`config.mk`:
```
export PLATFORM = sky130hd
export DESIGN_NAME = alu32_seq_driver_flat
export DESIGN_NICKNAME = d
export VERILOG_FILES = /design/src/rtl/alu32_seq_driver_if.sv /design/src/rtl/alu32_seq_driver.sv /design/src/flat_wrapper.sv
export SDC_FILE = /design/constraint.sdc
export NUM_CORES = 1
export LEC_CHECK = 0
export CAP_MARGIN = 40
export CORE_ASPECT_RATIO = 0.7
export CORE_MARGIN = 2
export CORE_UTILIZATION = 48
export DETAILED_ROUTE_END_ITERATION = 8
export PLACE_DENSITY = 0.77
export SYNTH_ARGS = -nofsm -noshare
export SYNTH_HDL_FRONTEND = slang
export SYNTH_SLANG_ARGS = --single-unit
```
`constraint.sdc`:
```
create_clock -name i_clk -period 3.4 [get_ports i_clk]
set_clock_uncertainty 0.1 [all_clocks]
set_input_delay 1.02 -clock i_clk [delete_from_list [all_inputs] [get_ports i_clk]]
set_output_delay 1.02 -clock i_clk [all_outputs]
set_load 0.01 [all_outputs]
```
`src/rtl/alu32_seq_driver_if.sv`:
```
// alu32_seq_driver_if: command/response bus of the 32-bit sequenced ALU driver.
//   master: issues commands (cmd_valid/op/a/b) and consumes responses (rsp_ready).
//   slave : accepts commands (cmd_ready) and returns rsp_valid/result/cout/ovf/zero.
interface alu32_seq_driver_if;
    logic        cmd_valid;
    logic        cmd_ready;
    logic [2:0]  cmd_op;
    logic [31:0] cmd_a;
    logic [31:0] cmd_b;
    logic        rsp_valid;
    logic        rsp_ready;
    logic [31:0] rsp_result;
    logic        rsp_cout;
    logic        rsp_ovf;
    logic        rsp_zero;
    modport master (
        output cmd_valid, cmd_op, cmd_a, cmd_b, rsp_ready,
        input  cmd_ready, rsp_valid, rsp_result, rsp_cout, rsp_ovf, rsp_zero
    );
    modport slave (
        input  cmd_valid, cmd_op, cmd_a, cmd_b, rsp_ready,
        output cmd_ready, rsp_valid, rsp_result, rsp_cout, rsp_ovf, rsp_zero
    );
endinterface

```
`src/rtl/alu32_seq_driver.sv`:
```
// alu32_seq_driver: runs 32-bit ALU commands as successive 16-bit passes on one ALU16Bit.
// Ports:
//   i_clk    clock, all state changes on the rising edge
//   i_rst_n  synchronous active-low reset
//   bus      alu32_seq_driver_if.slave: cmd valid/ready + op/a/b, rsp valid/ready + result/flags
// Optional macro ALU32_SEQ_FLAGS_EN: when defined, rsp_cout/rsp_ovf/rsp_zero are registered;
// otherwise the flag logic is dropped and those outputs are tied 0.
// ALU16Bit op: [2] inverts b, [1:0] = AND/OR/ADD/SLT; SLT drives bit 0 from i_less.
module ALU16Bit (
    input  logic [2:0]  i_op,
    input  logic [15:0] i_a,
    input  logic [15:0] i_b,
    input  logic        i_cin,
    input  logic        i_less,
    output logic [15:0] o_result,
    output logic        o_cout,
    output logic        o_set
`ifdef ALU32_SEQ_FLAGS_EN
    ,
    output logic        o_ovf,
    output logic        o_zero
`endif
);
    logic [15:0] w_bb;
    logic [16:0] w_sum;
    logic        w_ovf;
    assign w_bb  = i_op[2] ? ~i_b : i_b;
    assign w_sum = {1'b0, i_a} + {1'b0, w_bb} + {16'b0, i_cin};
    assign w_ovf = (i_a[15] == w_bb[15]) && (w_sum[15] != i_a[15]);
    assign o_result = i_op[1:0] == 2'b00 ? i_a & w_bb :
                      i_op[1:0] == 2'b01 ? i_a | w_bb :
                      i_op[1:0] == 2'b10 ? w_sum[15:0] : {15'b0, i_less};
    assign o_cout = w_sum[16];
    // Overflow-corrected sign, so the fed-back set is a true signed less-than.
    assign o_set  = w_sum[15] ^ w_ovf;
`ifdef ALU32_SEQ_FLAGS_EN
    assign o_ovf  = w_ovf;
    assign o_zero = ~|o_result;
`endif
endmodule

module alu32_seq_driver #(
    parameter logic [2:0] OP_SUB = 3'b110,
    parameter logic [2:0] OP_SLT = 3'b111
) (
    input logic               i_clk,
    input logic               i_rst_n,
    alu32_seq_driver_if.slave bus
);
    localparam logic [2:0] OP_ADD   = 3'b010;
    // The bit that turns ADD into SUB also supplies the low-pass carry-in.
    localparam logic [2:0] INV_MASK = OP_SUB ^ OP_ADD;

    typedef enum logic [2:0] {S_IDLE, S_LO, S_HI, S_FIX, S_DONE} state_t;

    state_t      r_state;
    logic [2:0]  r_op;
    logic [31:0] r_a;
    logic [31:0] r_b;
    logic [31:0] r_res;
    logic        r_carry;
    logic        r_set;
    logic        r_cmd_ready;
    logic        r_rsp_valid;

    logic        w_hi;
    logic [15:0] w_a;
    logic [15:0] w_b;
    logic        w_cin;
    logic        w_less;
    logic [15:0] w_res;
    logic        w_cout;
    logic        w_set;

    assign w_hi   = r_state == S_HI;
    assign w_a    = w_hi ? r_a[31:16] : r_a[15:0];
    assign w_b    = w_hi ? r_b[31:16] : r_b[15:0];
    assign w_cin  = w_hi ? r_carry : |(r_op & INV_MASK);
    assign w_less = r_state == S_FIX ? r_set : 1'b0;

`ifdef ALU32_SEQ_FLAGS_EN
    logic w_ovf;
    logic w_zero;
    logic w_no_flags;
    logic r_z_lo;
    logic r_cout;
    logic r_ovf;
    logic r_zero;
    // Logical ops and SLT report no carry/overflow; every other code behaves as ADD/SUB.
    assign w_no_flags = r_op == 3'b000 || r_op == 3'b001 || r_op == OP_SLT;
`endif

    ALU16Bit u_alu (
        .i_op     (r_op),
        .i_a      (w_a),
        .i_b      (w_b),
        .i_cin    (w_cin),
        .i_less   (w_less),
        .o_result (w_res),
        .o_cout   (w_cout),
        .o_set    (w_set)
`ifdef ALU32_SEQ_FLAGS_EN
        ,
        .o_ovf    (w_ovf),
        .o_zero   (w_zero)
`endif
    );

    always_ff @(posedge i_clk) begin
        if (!i_rst_n) begin
            r_state     <= S_IDLE;
            r_op        <= 3'b0;
            r_a         <= 32'b0;
            r_b         <= 32'b0;
            r_res       <= 32'b0;
            r_carry     <= 1'b0;
            r_set       <= 1'b0;
            r_cmd_ready <= 1'b1;
            r_rsp_valid <= 1'b0;
`ifdef ALU32_SEQ_FLAGS_EN
            r_z_lo      <= 1'b0;
            r_cout      <= 1'b0;
            r_ovf       <= 1'b0;
            r_zero      <= 1'b0;
`endif
        end else begin
            case (r_state)
                S_IDLE: if (bus.cmd_valid) begin
                    r_op        <= bus.cmd_op;
                    r_a         <= bus.cmd_a;
                    r_b         <= bus.cmd_b;
                    r_cmd_ready <= 1'b0;
                    r_state     <= S_LO;
                end
                S_LO: begin
                    r_carry     <= w_cout;
                    r_res[15:0] <= w_res;
`ifdef ALU32_SEQ_FLAGS_EN
                    r_z_lo      <= w_zero;
`endif
                    r_state     <= S_HI;
                end
                S_HI: begin
                    r_res[31:16] <= w_res;
                    r_set        <= w_set;
`ifdef ALU32_SEQ_FLAGS_EN
                    r_cout       <= w_no_flags ? 1'b0 : w_cout;
                    r_ovf        <= w_no_flags ? 1'b0 : w_ovf;
                    r_zero       <= r_z_lo & w_zero;
`endif
                    if (r_op == OP_SLT) begin
                        r_state <= S_FIX;
                    end else begin
                        r_state     <= S_DONE;
                        r_rsp_valid <= 1'b1;
                    end
                end
                // Low half rerun with the high-half set fed in as less: result is {31'b0, set}.
                S_FIX: begin
                    r_res       <= {16'b0, w_res};
`ifdef ALU32_SEQ_FLAGS_EN
                    r_zero      <= ~w_res[0];
`endif
                    r_state     <= S_DONE;
                    r_rsp_valid <= 1'b1;
                end
                S_DONE: if (bus.rsp_ready) begin
                    r_rsp_valid <= 1'b0;
                    r_cmd_ready <= 1'b1;
                    r_state     <= S_IDLE;
                end
                default: r_state <= S_IDLE;
            endcase
        end
    end

    assign bus.cmd_ready  = r_cmd_ready;
    assign bus.rsp_valid  = r_rsp_valid;
    assign bus.rsp_result = r_res;
`ifdef ALU32_SEQ_FLAGS_EN
    assign bus.rsp_cout   = r_cout;
    assign bus.rsp_ovf    = r_ovf;
    assign bus.rsp_zero   = r_zero;
`else
    assign bus.rsp_cout   = 1'b0;
    assign bus.rsp_ovf    = 1'b0;
    assign bus.rsp_zero   = 1'b0;
`endif
endmodule

```
`src/flat_wrapper.sv`:
```
// flat-port wrapper written by rule: the top's interface ports become plain ports
module alu32_seq_driver_flat 
#(
    parameter logic [2:0] OP_SUB = 3'b110,
    parameter logic [2:0] OP_SLT = 3'b111
)
  (i_clk, i_rst_n, bus_cmd_valid, bus_cmd_op, bus_cmd_a, bus_cmd_b, bus_rsp_ready, bus_cmd_ready, bus_rsp_valid, bus_rsp_result, bus_rsp_cout, bus_rsp_ovf, bus_rsp_zero);
  alu32_seq_driver_if bus_i ();
  input logic i_clk;
  input logic i_rst_n;
  input wire logic [$bits(bus_i.cmd_valid)-1:0] bus_cmd_valid;
  input wire logic [$bits(bus_i.cmd_op)-1:0] bus_cmd_op;
  input wire logic [$bits(bus_i.cmd_a)-1:0] bus_cmd_a;
  input wire logic [$bits(bus_i.cmd_b)-1:0] bus_cmd_b;
  input wire logic [$bits(bus_i.rsp_ready)-1:0] bus_rsp_ready;
  output wire logic [$bits(bus_i.cmd_ready)-1:0] bus_cmd_ready;
  output wire logic [$bits(bus_i.rsp_valid)-1:0] bus_rsp_valid;
  output wire logic [$bits(bus_i.rsp_result)-1:0] bus_rsp_result;
  output wire logic [$bits(bus_i.rsp_cout)-1:0] bus_rsp_cout;
  output wire logic [$bits(bus_i.rsp_ovf)-1:0] bus_rsp_ovf;
  output wire logic [$bits(bus_i.rsp_zero)-1:0] bus_rsp_zero;
  assign bus_i.cmd_valid = bus_cmd_valid;
  assign bus_i.cmd_op = bus_cmd_op;
  assign bus_i.cmd_a = bus_cmd_a;
  assign bus_i.cmd_b = bus_cmd_b;
  assign bus_i.rsp_ready = bus_rsp_ready;
  assign bus_cmd_ready = bus_i.cmd_ready;
  assign bus_rsp_valid = bus_i.rsp_valid;
  assign bus_rsp_result = bus_i.rsp_result;
  assign bus_rsp_cout = bus_i.rsp_cout;
  assign bus_rsp_ovf = bus_i.rsp_ovf;
  assign bus_rsp_zero = bus_i.rsp_zero;
  alu32_seq_driver #(.OP_SUB(OP_SUB), .OP_SLT(OP_SLT)) u_core (.i_clk(i_clk), .i_rst_n(i_rst_n), .bus(bus_i));
endmodule
```
==> metrics.md <==
| Metric | Value |
|---|---|
| Vias in the first global route | 4955 |
| Pre-antenna DRT Iters | 5 |
| CTS max path bufs | 2 |
| Critical path class | reg2reg |
| Core area | ~0.012 mm2 |
| R2R depth | 13 |
| Gr usage total | 24.93% |
| Fin util | between 60% and 70% |
| Initial DRC Count | 318 |
| Avg Cell Area, Syn | 7.909 um2 |
| Diode count | 0 |
| CTS root buf | clkbuf_16 |
| Post-synthesis register bit count | ~110 |
| # port buffers | 104 |
| Pleak | 2.837 nW |
| Synth area leaders | dfxtp_1, nand2_1, a21oi_1, ha_1, mux2i_1 |
| GRT Max-Usage Layer | met2 |
| Fmax | about 0.3 GHz |
| M2 GR Usage | 40.44% |
| First-pass GRT wire length | 25.10 mm |
| Required time of the critical path | 3.57 ns |
| Hold Path End | u_core.r_b[8]$_SDFFE_PN0P_ |
| Clock Latency Late Sink | 0.36 ns |
| Warnings, synthesis | 0 |
| Hold depth | 2 |
| Placer Congestion | 0.9614 |
| Die Wd | around 130 um |
| # DRC | 0 |
| Die H | 95.45 um |
| Critical Path AT | ~3.4 ns |
| Slew Viols, Final | 0 |
| CP Launch Type | flop |
| # setup viols final | 0 |
| Pwr dens | 437.0 mW/mm2 |
| Outcome | completed |
| Post-synth top cells | nand2_1, dfxtp_1, a21oi_1, nor2_1, inv_1 |
| Nets | 926 |
| CTS Hold Bufs | 0 |
| Worst-path clk slew | approximately 0.080 ns |
| Crit-path max FO | 15 |
| Final hold slack | 0.3565 ns |
| Die area | about 0.013 mm2 |
| Worst R2R End | u_core.bus.rsp_result[14]$_SDFFE_PN0P_ |
| Area growth from synthesis to final layout | 29.50% |
| Most common cell in the synthesized netlist | nand2_1 |
| Pre-CTS WS | approximately 0.045 ns |
| Routed Antenna Nets | 0 |
| Share of cells above drive strength 1 | under 10% |
| Final Instance Area | around 0.0074 mm2 |
| Post-DP Area | 0.007024 mm2 |
| HP Class | reg2reg |
| VDD IR-drop max | approximately 0.00026 V |
| Synth cell types | 68 |
| Sink Count | 106 |
| Largest net degree at the start of global routing | 68 |
| Fin worst setup slack | 0.1348 ns |
| TritonCTS Buffers | 9 |
| Fin crit period | 3.265 ns |
| GR Util met1 | 34.06% |
| Tcrit/Tclk final | a little over nine tenths |
| Post-DP HPWL | 11.86 mm |
| Starting density of the core | 49.07% |
| Slew headroom | approximately three fifths |
| Number of max-cap violations | 0 |
| # IOs | 108 |
| Total congestion overflow | 0 |
| Vias | 5284 |
| H-tree Lvls | 3 |
| Fin. Hold Viols | 0 |
| Area share of the largest cell type after synthesis | roughly 37% |
| Crit Reg-Reg Startpoint | u_core.r_state[1]$_SDFFE_PN0P_ |
| Number of synthesized flops with an enable pin | 0 |
| HP Start | u_core.r_b[8]$_SDFFE_PN0P_ |
| Area of the mapped netlist | 0.005734 mm2 |
| Cells after Synth | roughly 730 |
| Grt met3 use | between 5 and 6% |
| Via density | 5.375 |
| Top FF cell, synth | dfxtp_1 |
| Initial antenna violation count | 0 |
| Post-synthesis sequential area ratio | 37.01% |
| CTS tree | yes |
| Final WL | roughly 16 mm |
| WL per Instance | 15.94 um |
| Core Rows | 33 |
| Ys async rst share | 0% |
| Setup TNS | 0 ns |
| Worst-margin pin slew | 0.6232 ns |
| FF-to-FF setup slack | 0.13 ns |
| Post-synth top area cell | dfxtp_1 |
| Critical path capture point type | flop |
-- cell usage in the layout, fill, tap and decap left out, types with 3 or more instances in the layout --
cell type        instances
nand2_1                161
dfxtp_1                106
clkdlybuf4s50_1        104
a21oi_1                100
nor2_1                  37
inv_1                   34
ha_1                    31
mux2i_1                 26
o21ai_0                 26
buf_4                   24
xnor2_1                 18
nand3_1                 12
clkbuf_16                9
nand2b_1                 7
mux2_2                   6
a31oi_1                  6
nor3_1                   6
and3_1                   5
a22oi_1                  5
buf_12                   5
o211ai_1                 4
xor2_1                   4
a21o_1                   3
o22ai_1                  3
nor2b_1                  3
o21ai_1                  3
o21a_1                   3
a211oi_1                 3
or3_1                    3
a311oi_1                 3
conb_1                   3
-- registers in the layout, indices dropped and copies added (netlist names) --
name / cells
u_core.r_b: 32
u_core.r_a: 32
u_core.r_state: 3
u_core.bus.rsp_valid: 1
u_core.bus.rsp_result: 32
u_core.r_carry: 1
u_core.r_set: 1
u_core.bus.cmd_ready: 1
u_core.r_op: 3
-- kinds of logic after synthesis --
kind of cell	synth area share (%)
flops	37.01
compound gates	19.70
xor+xnor	3.513
other cells	0.06540
buf+inv	6.393
simple gates	18.96
mux	6.677
fa+ha+maj	7.681
-- through the flow --
stage               power [mW]  instances
floorplan                1.846        727
finish                   3.245        983
global route             3.408        983
CTS                      3.247        982
global placement         2.110        964
detailed placement       2.134        965
-- area by class of cell --
type	count	area [um2]
Inverter	35	131.4
Sequential cell	106	2122
Multi-Input combinational cell	536	3337
Timing Repair Buffer	133	1321
Tap cell	157	196.4
Clock buffer	10	239.0
Fill cell	1013	4259
Clock inverter	6	78.83
-- what timing repair did --
item,CTS,global route
pin swaps,1,2
setup endpoints to repair,5,12
buffers inserted,1,1
endpoints found under the hold margin,0,0
resized for setup,0,11
-- critical path, stage by stage (launching register included) --
cell	delay, ns
dfxtp_1	0.39
nand2b_4	0.08
nor2_4	0.10
buf_12	0.14
buf_12	0.16
mux2i_1	0.23
xnor2_1	0.27
inv_1	0.10
ha_1	0.37
and2_2	0.26
a41oi_1	0.49
a211o_1	0.21
nand3_1	0.09
o31ai_1	0.19
-- layer usage --
layer  vias to the layer above  share of wire (%)
li1                       2647                  -
met1                      2461                 48
met2                       161                 45
met3                        15                5.6
met4                         0                1.1
met5                         -                  0
-- worst max-delay path by stage --
stage | endpoint | slack [ns] | cells after the start | startpoint
after floorplan | u_core.bus.rsp_result[12]$_SDFFE_PN0P_ | -0.005 | 14 | u_core.r_state[2]$_SDFFE_PN0P_
after global placement | u_core.bus.rsp_result[14]$_SDFFE_PN0P_ | 0.13 | 12 | u_core.r_state[2]$_SDFFE_PN0P_
after detailed placement | u_core.bus.rsp_result[14]$_SDFFE_PN0P_ | 0.04 | 12 | u_core.r_state[1]$_SDFFE_PN0P_
after CTS | u_core.bus.rsp_result[30]$_SDFFE_PN0P_ | 0.08 | 13 | u_core.r_state[1]$_SDFFE_PN0P_
after global routing | u_core.bus.rsp_result[13]$_SDFFE_PN0P_ | -0.02 | 14 | u_core.r_state[2]$_SDFFE_PN0P_
final | u_core.bus.rsp_result[14]$_SDFFE_PN0P_ | 0.13 | 13 | u_core.r_state[1]$_SDFFE_PN0P_
-- report_power, final --
group	switching, mW	internal (mW)
clock network	0.509	0.609
logic	0.421	0.346
registers	0.0451	1.32
(Power assumes the default switching activity.)
